$ cat config.mk
export PLATFORM = sky130hd
export DESIGN_NAME = spi_bus_monitor
export DESIGN_NICKNAME = d
export VERILOG_FILES = /design/src/rtl/spi_bus_monitor.sv
export SDC_FILE = /design/constraint.sdc
export NUM_CORES = 1
export LEC_CHECK = 0
export ABC_AREA = 1
export ABC_CLOCK_PERIOD_IN_PS = 2220
export CORE_UTILIZATION = 54
export CTS_CLUSTER_DIAMETER = 50
export CTS_CLUSTER_SIZE = 24
export DETAILED_ROUTE_END_ITERATION = 8
export GPL_ROUTABILITY_DRIVEN = 1
export MAX_ROUTING_LAYER = met4
export PLACE_DENSITY_LB_ADDON = 0.25
export SYNTH_ARGS = -nofsm -noshare
export SYNTH_HDL_FRONTEND = slang
export SYNTH_SLANG_ARGS = --single-unit
export TNS_END_PERCENT = 30
$ cat constraint.sdc
create_clock -name clk -period 2.22 [get_ports clk]
set_clock_uncertainty 0.2 [all_clocks]
set_input_delay 0.222 -clock clk [delete_from_list [all_inputs] [get_ports clk]]
set_output_delay 0.222 -clock clk [all_outputs]
set_load 0.01 [all_outputs]
$ cat src/rtl/spi_bus_monitor.sv
// Passive SPI bus monitor: reassembles MOSI/MISO words per chip select and
// flags protocol violations with sticky bits and saturating counters.
module spi_bus_monitor #(
    parameter logic CPOL       = 1'b0,
    parameter logic CPHA       = 1'b0,
    parameter int   DATA_WIDTH = 8,
    parameter logic MSB_FIRST  = 1'b1,
    parameter int   NUM_CS     = 4,
    parameter int   CNT_WIDTH  = 16,
    localparam int  CSW        = (NUM_CS > 1) ? $clog2(NUM_CS) : 1
) (
    input  logic                  clk,
    input  logic                  reset_n,
    input  logic                  sclk,
    input  logic [NUM_CS-1:0]     cs_n,
    input  logic                  mosi,
    input  logic                  miso,
    input  logic                  miso_is_driven,
    input  logic                  clear,
    output logic                  frame_valid,
    output logic [CSW-1:0]        frame_cs,
    output logic [DATA_WIDTH-1:0] mosi_word,
    output logic [DATA_WIDTH-1:0] miso_word,
    output logic [6:0]            err_flags,
    output logic [CNT_WIDTH-1:0]  err_count,
    output logic [CNT_WIDTH-1:0]  word_count
);
    localparam int BCW = $clog2(DATA_WIDTH);
    localparam int LCW = $clog2(NUM_CS + 1);

    typedef enum logic [1:0] {SYNC, IDLE, ACTIVE} state_t;

    state_t                state;
    logic                  sclk_q, mosi_q;
    logic [NUM_CS-1:0]     cs_q;
    logic [BCW-1:0]        bit_cnt;
    logic [CSW-1:0]        cs_idx, low_idx;
    logic [LCW-1:0]        low_cnt;
    logic [DATA_WIDTH-1:0] mosi_sh, miso_sh, mosi_nxt, miso_nxt;
    logic                  rise, fall, samp_edge, chg_edge;
    logic                  cs_idle, cs_idle_q, one_low, multi_low;
    logic                  act, checking, last_bit, word_done;
    logic [6:0]            viol;

    assign rise      = sclk & ~sclk_q;
    assign fall      = ~sclk & sclk_q;
    assign samp_edge = (CPOL ^ CPHA) ? fall : rise;
    assign chg_edge  = (CPOL ^ CPHA) ? rise : fall;
    assign cs_idle   = &cs_n;
    assign cs_idle_q = &cs_q;

    always_comb begin
        low_cnt = '0;
        low_idx = '0;
        for (int i = 0; i < NUM_CS; i++) begin
            if (!cs_n[i]) begin
                low_cnt = low_cnt + 1'b1;
                low_idx = CSW'(i);
            end
        end
    end

    assign one_low   = (low_cnt == LCW'(1));
    assign multi_low = (low_cnt > LCW'(1));

    if (MSB_FIRST) begin : g_msb
        assign mosi_nxt = {mosi_sh[DATA_WIDTH-2:0], mosi};
        assign miso_nxt = {miso_sh[DATA_WIDTH-2:0], miso};
    end else begin : g_lsb
        assign mosi_nxt = {mosi, mosi_sh[DATA_WIDTH-1:1]};
        assign miso_nxt = {miso, miso_sh[DATA_WIDTH-1:1]};
    end

    assign act       = (state == ACTIVE);
    assign checking  = (state != SYNC);
    assign last_bit  = (bit_cnt == BCW'(DATA_WIDTH - 1));
    assign word_done = act & ~cs_idle & samp_edge & last_bit;

    // Nothing is checked in SYNC: the bus may be mid-transfer after reset.
    assign viol[0] = checking & cs_idle & cs_idle_q & ((sclk != CPOL) | (sclk != sclk_q));
    assign viol[1] = act & samp_edge & (mosi != mosi_q);
    assign viol[2] = act & (mosi != mosi_q) & ~chg_edge;
    assign viol[3] = checking & miso_is_driven & cs_idle;
    assign viol[4] = checking & multi_low;
    assign viol[5] = act & one_low & (low_idx != cs_idx);
    assign viol[6] = act & cs_idle & (bit_cnt != '0);

    always_ff @(posedge clk or negedge reset_n) begin
        if (!reset_n) begin
            state       <= SYNC;
            sclk_q      <= CPOL;
            mosi_q      <= 1'b0;
            cs_q        <= '1;
            bit_cnt     <= '0;
            cs_idx      <= '0;
            mosi_sh     <= '0;
            miso_sh     <= '0;
            frame_valid <= 1'b0;
            frame_cs    <= '0;
            mosi_word   <= '0;
            miso_word   <= '0;
            err_flags   <= '0;
            err_count   <= '0;
            word_count  <= '0;
        end else begin
            sclk_q      <= sclk;
            mosi_q      <= mosi;
            cs_q        <= cs_n;
            frame_valid <= word_done;

            case (state)
                SYNC:   if (cs_idle) state <= IDLE;
                IDLE:   if (one_low) begin
                            state   <= ACTIVE;
                            cs_idx  <= low_idx;
                            bit_cnt <= '0;
                        end
                ACTIVE: if (cs_idle) begin
                            state   <= IDLE;
                            bit_cnt <= '0;
                        end else if (samp_edge) begin
                            // Keeps shifting through MULTI_CS / CS_SWITCH so no bits are lost.
                            mosi_sh <= mosi_nxt;
                            miso_sh <= miso_nxt;
                            bit_cnt <= last_bit ? '0 : bit_cnt + 1'b1;
                        end
                default: state <= SYNC;
            endcase

            if (word_done) begin
                mosi_word <= mosi_nxt;
                miso_word <= miso_nxt;
                frame_cs  <= cs_idx;
            end

            if (clear) begin
                err_flags  <= viol;
                err_count  <= {{(CNT_WIDTH-1){1'b0}}, |viol};
                word_count <= {{(CNT_WIDTH-1){1'b0}}, word_done};
            end else begin
                err_flags <= err_flags | viol;
                if (|viol && !(&err_count))
                    err_count <= err_count + 1'b1;
                if (word_done && !(&word_count))
                    word_count <= word_count + 1'b1;
            end
        end
    end
endmodule

After elaboration in Yosys (flattened, before gate mapping)

Cells that the tools add are included.

Output and inout port bits: 58
Logic and storage cells: 97
Flip-flop bits (word level): 85
Bits of input ports: 11

$add $sub $neg: 6
Bitwise operators: 25
Multiplexer cells: 20
Reductions and logical operators: 20
Equal/unequal tests: 10
Magnitude comparators: 1

Operators by type and width:

| cell                  | count |
|---|---|
| $mux 16               | 4 |
| $add 16x1->16 const B | 2 |
| $reduce_and 16->1     | 2 |
| $mux 3                | 7 |
| $and 1x1->1           | 19 |
| $add 3x1->3 const B   | 4 |
| $mux 2                | 4 |
| $reduce_and 4->1      | 2 |
| $reduce_bool 2->1     | 4 |
| $mux 7                | 1 |
| $or 7x7->7            | 1 |
| $reduce_or 7->1       | 1 |
| $pmux 3 s2            | 1 |
| $reduce_and 3->1      | 2 |
| $not 1->1             | 4 |
| $pmux 2 s2            | 1 |
| $reduce_and 2->1      | 2 |
| $eq 3x1->1 const B    | 1 |
| $eq 3x3->1 const B    | 1 |
| $gt 3x1->1 const B    | 1 |
| $ne 3x3->1 const B    | 1 |
| $reduce_bool 3->1     | 1 |
| $eq 2x1->1 const B    | 1 |
| $eq 2x2->1 const B    | 1 |
| 10 further kinds      | 14 |

Longest topological paths before layout

Depth in word-level cells: 14
Gate-level depth with buffers: 19
Mapped depth without buffers: 18

Worst setup path before layout

Ideal clock, no wire load.

Path type: input to register
Start point: input port cs_n[0]
End point: register err_count[8]
Buffers on the path: 1
Setup slack: -0.178 ns
Required time: 1.903 ns
Cell stages on the path: 17
Arrival: 2.082 ns
Library setup time: 0.117 ns
Path through: inv_1 -> ha_1 -> inv_1 -> nand2_1 -> nand2_1 -> inv_1 -> ha_1 -> or2_1 -> nand2_2 -> nand2_2 -> nand2_4 -> nand3_4 -> o21ai_4 -> nand2_4 -> buf_6 -> nand2_1 -> nand2_1

Longest elaborated chain between the ends: 13
Elaborated cells between the ends (all ways): 22
Those cells by class: add/sub (3); order compare (1); eq/ne (1); mux (4); bitwise (9); reduce/logical (4)

Ends and longest elaborated chain:

| item                                                 | RTL line | RTL |
|---|---|---|
| start: declaration                                   | 15       | `input logic [NUM_CS-1:0] cs_n,` |
| branches (longest 10 deep; another with $add 3x1->3) | --       |  |
| $reduce_or 7->1 *                                    | 142      | `if (\|viol && !(&err_count))` |
| $logic_and 1x1->1 *                                  | 142      |  |
| $reduce_bool 2->1 (no line) *                        | --       |  |
| end signal: assignment                               | 138      | `err_count <= {{(CNT_WIDTH-1){1'b0}}, \|viol};` |
| end signal: assignment                               | 143      | `err_count <= err_count + 1'b1;` |
| end: declaration                                     | 25       | `output logic [CNT_WIDTH-1:0] err_count,` |

Mark *: on every way between the ends.
A chain may end at the register's enable or synchronous reset.

Worst setup path after layout

Start point: input port cs_n[1]
End point: register err_count[13]

Longest elaborated chain between the ends: 11
Elaborated cells between the ends (all ways): 24
Those cells by class: add/sub (2); order compare (1); eq/ne (2); mux (6); bitwise (9); reduce/logical (4)

Ends and longest elaborated chain:

| item                                                | RTL line |
|---|---|
| branches (longest 8 deep; another with $add 3x1->3) | -- |
| $reduce_or 7->1 *                                   | 142 |
| $logic_and 1x1->1 *                                 | 142 |
| $reduce_bool 2->1 (no line) *                       | -- |

Marked as above.

==> metrics <==
status=finished, final reports clean; commonest non-fill, non-tap cells in the layout=nand2_1 (148), dfrtp_1 (81), clkdlybuf4s50_1 (64), nor2_1 (48), inv_1 (42); # H-tree levels=3; Die Y=91.8 um; post-synthesis area per instance=8.29 um2; area grow syn2layout=31.9%; Clock Tree Root=clkbuf_8; Num CTS Buffers=9; Post-Route WL=9.96 mm; critical path depth in cells=18; vias in the first global route=3672; Initial Util=0.560; Critical Path Max Stage Delay=0.27 ns; DRC=0; Reg area=0.00213 mm2; worst setup margin=0.124 ns; io pins=69; nets=652; setup violators final=0; latest clock arrival within the worst-skew pair=0.36 ns; VDD IR max=0.439 mV; hold path depth=6; GP Congestion=0.982; Syn Std Cell Area=0.00435 mm2; Tmin final=2.10 ns; most common cell after layout, fill and taps aside=nand2_1; Crit. End Element=flip-flop; initial antenna violation count=0; Final Max Tran Viols=0; crit path kind=primary input to flip-flop; DRT Pass-1 Iters=5; hold crit path type=primary input to flip-flop; Arrival @ worst endpoint=2.20 ns; fin crit share=0.944; Die Area=0.00842 mm2; cell family with the largest share of critical-path delay=simple AND/OR/NAND/NOR gates; Synth Flop Type=dfrtp_1; largest family of logic cells by synthesized area=simple AND/OR/NAND/NOR gates; Buf/Inv on CP=6; final hold vios=0; DR WL/cell=13.5 um; CP cell instances=buf_6 -> inv_12 -> ha_4 -> inv_4 -> nand2_2 -> nand2_1 -> inv_1 -> ha_1 -> or2_1 -> nand2_2 -> nand2_2 -> nand2_4 -> nand3_4 -> o21ai_4 -> buf_6 -> buf_6 -> nand3_1 -> nand2_1; Fmax=477 MHz; placed cells=712; synthesized-area fraction occupied by adder cells=0.0230; max-cap check violation count=0; detailed placement HPWL=6.94 mm; RSZ-0062 raised after global routing=no; total global-route track usage=0.263; Yosys cell types=40; Synth Instances=525; Net Count, Synth=544; die span in x=91.8 um; crit path max-delay cell type=ha_1; Worst Path Max Fanout=5; pre-CTS WS=-0.713 ns; Worst setup SP type=primary input; CTS tree=done; Synth Area in Compound Gates=0.0820; worst-margin pin slew=0.565 ns; n_diodes=0; Yosys warnings=0; DR vias=3835; vias per cell=5.18; CP required=2.32 ns; 1st-iter DRT viols=195; post-synthesis xor/xnor area fraction=0.0383; multiplexer share of the synthesized area=0; PortBufs=68; Seq/Total Area, Yosys=0.490; post-route non-filler standard cell count=740; num rows=32; EDFF count, synth=0; pin count of the biggest net entering global routing=42; grt ovf=0; Num Clock Sinks=85; area of the core=0.00777 mm2; Antenna Nets Post-Route=0; P_leak=2.64 nW; Pwr Density=738 mW/mm2; simple-gate share of the synthesized area=0.295; area of the multi-input gates=0.00198 mm2; Worst-path clk slew=0.10 ns; fill count=589; asr flop ratio synth=1.00; clk buf depth=2; FF+latch count, synth=85; depth of the most critical reg-to-reg path=12; layout cell share with drive strength beyond 1=0.182; first-pass GRT wire length=16.9 mm; Slew headroom=0.624
[path summary, 6_finish.rpt]
path / startpoint / slack, ns / end
max: cs_n[1] / 0.12 / err_count[13]
min: cs_n[1] / 0.12 / cs_idx[0]
max reg2reg: bit_cnt[0] / 0.19 / err_count[13]
min reg2reg: miso_sh[6] / 0.28 / miso_word[7]
max in group asynchronous: reset_n / 0.97 / cs_q[2]
min in group asynchronous: reset_n / 0.18 / err_count[9]
[synthesized netlist by cell type, types with 2 or more instances]
master,number,area [um2]
and3_1,2,12.5
xnor2_1,6,52.6
clkbuf_1,6,22.5
buf_6,5,56.3
nand2_1,151,567
inv_1,46,173
nor3_1,3,15.0
nor2_1,48,180
buf_2,2,10.0
nand2_2,8,50.1
xor2_1,13,114
dfrtp_1,81,2030
dfstp_2,4,105
nand3_1,42,210
nand4_1,8,50.1
o21ai_0,40,200
nand3_4,2,35.0
nand2_4,3,33.8
nor2_2,5,31.3
ha_1,8,100
a21oi_1,9,45.0
nor2_4,4,45.0
inv_2,5,18.8
buf_1,2,7.51
o31ai_1,6,45.0
or2_1,2,12.5
[kinds of logic (layout without fill, tap and decap cells)]
logic type	count (synthesis)	after routing
xor+xnor	19	19
flops	85	85
fa+ha+maj	8	8
compound gates	62	62
simple gates	282	283
buf+inv	69	181
[state kept, by name, indices dropped and copies added (netlist names)]
signal and flops:
miso_word 8, mosi_sh 7, mosi_word 8, sclk_q 1, err_flags 7, cs_q 4, miso_sh 7, err_count 16
state 2, cs_idx 2, frame_cs 2, bit_cnt 3, mosi_q 1, frame_valid 1, word_count 16
[metrics by stage]
stage	hold slack (ns)	power (W)	instance area, um2	util	TNS [ns]
CTS	0.117	0.00423	5700	0.733	0
finish	0.118	0.00424	5740	0.739	0
floorplan	-0.274	0.00258	4380	-	-0.507
detailed placement	0.0530	0.00296	5370	0.691	-19.46
global placement	0.0470	0.00291	5370	0.691	-17.32
global route	0.110	0.00450	5740	0.739	0
[where the power goes]
group | internal (W) | total [W] | switching, W | leakage, nW
clock | 0.000450 | 0.00110 | 0.000654 | 0.103
combinational | 0.000544 | 0.00125 | 0.000704 | 1.40
sequential | 0.00175 | 0.00188 | 0.000132 | 1.14
total | 0.00275 | 0.00424 | 0.00149 | 2.64
[per-layer routing]
layer	vias up	track usage	wire, um
li1	1892	-	-
met4	0	0.105	199
met5	-	-	0
met1	1808	0.323	4230
met2	115	0.427	5020
met3	20	0.0539	513
[cell type report]
type | instances | share of cell area
flip-flops and latches | 85 | 0.372
multi-input cells | 372 | 0.345
repair buffers | 113 | 0.188
inverters | 52 | 0.0377
well taps | 102 | 0.0222
clock buffers | 9 | 0.0216
clock inverters | 7 | 0.0129
[worst reg2reg max path, stage by stage, from the launching register on]
cell	delay [ns]
dfrtp_1	0.43
inv_1	0.07
ha_1	0.14
inv_1	0.04
nor2_1	0.18
nor2_1	0.09
nor2_2	0.16
nand3_4	0.10
o21ai_4	0.18
buf_6	0.14
buf_6	0.11
nand3_1	0.08
nand2_1	0.07
[timing repair]
item                       4_1_cts  5_1_grt
pin swaps                       12       11
hold buffers                     2        1
buffers inserted                 6        2
hold endpoints to repair        40        1
gates resized for setup         20       12
cloned                           2        0
setup endpoints to repair       22       18
Power figures use the tool's default switching activity.
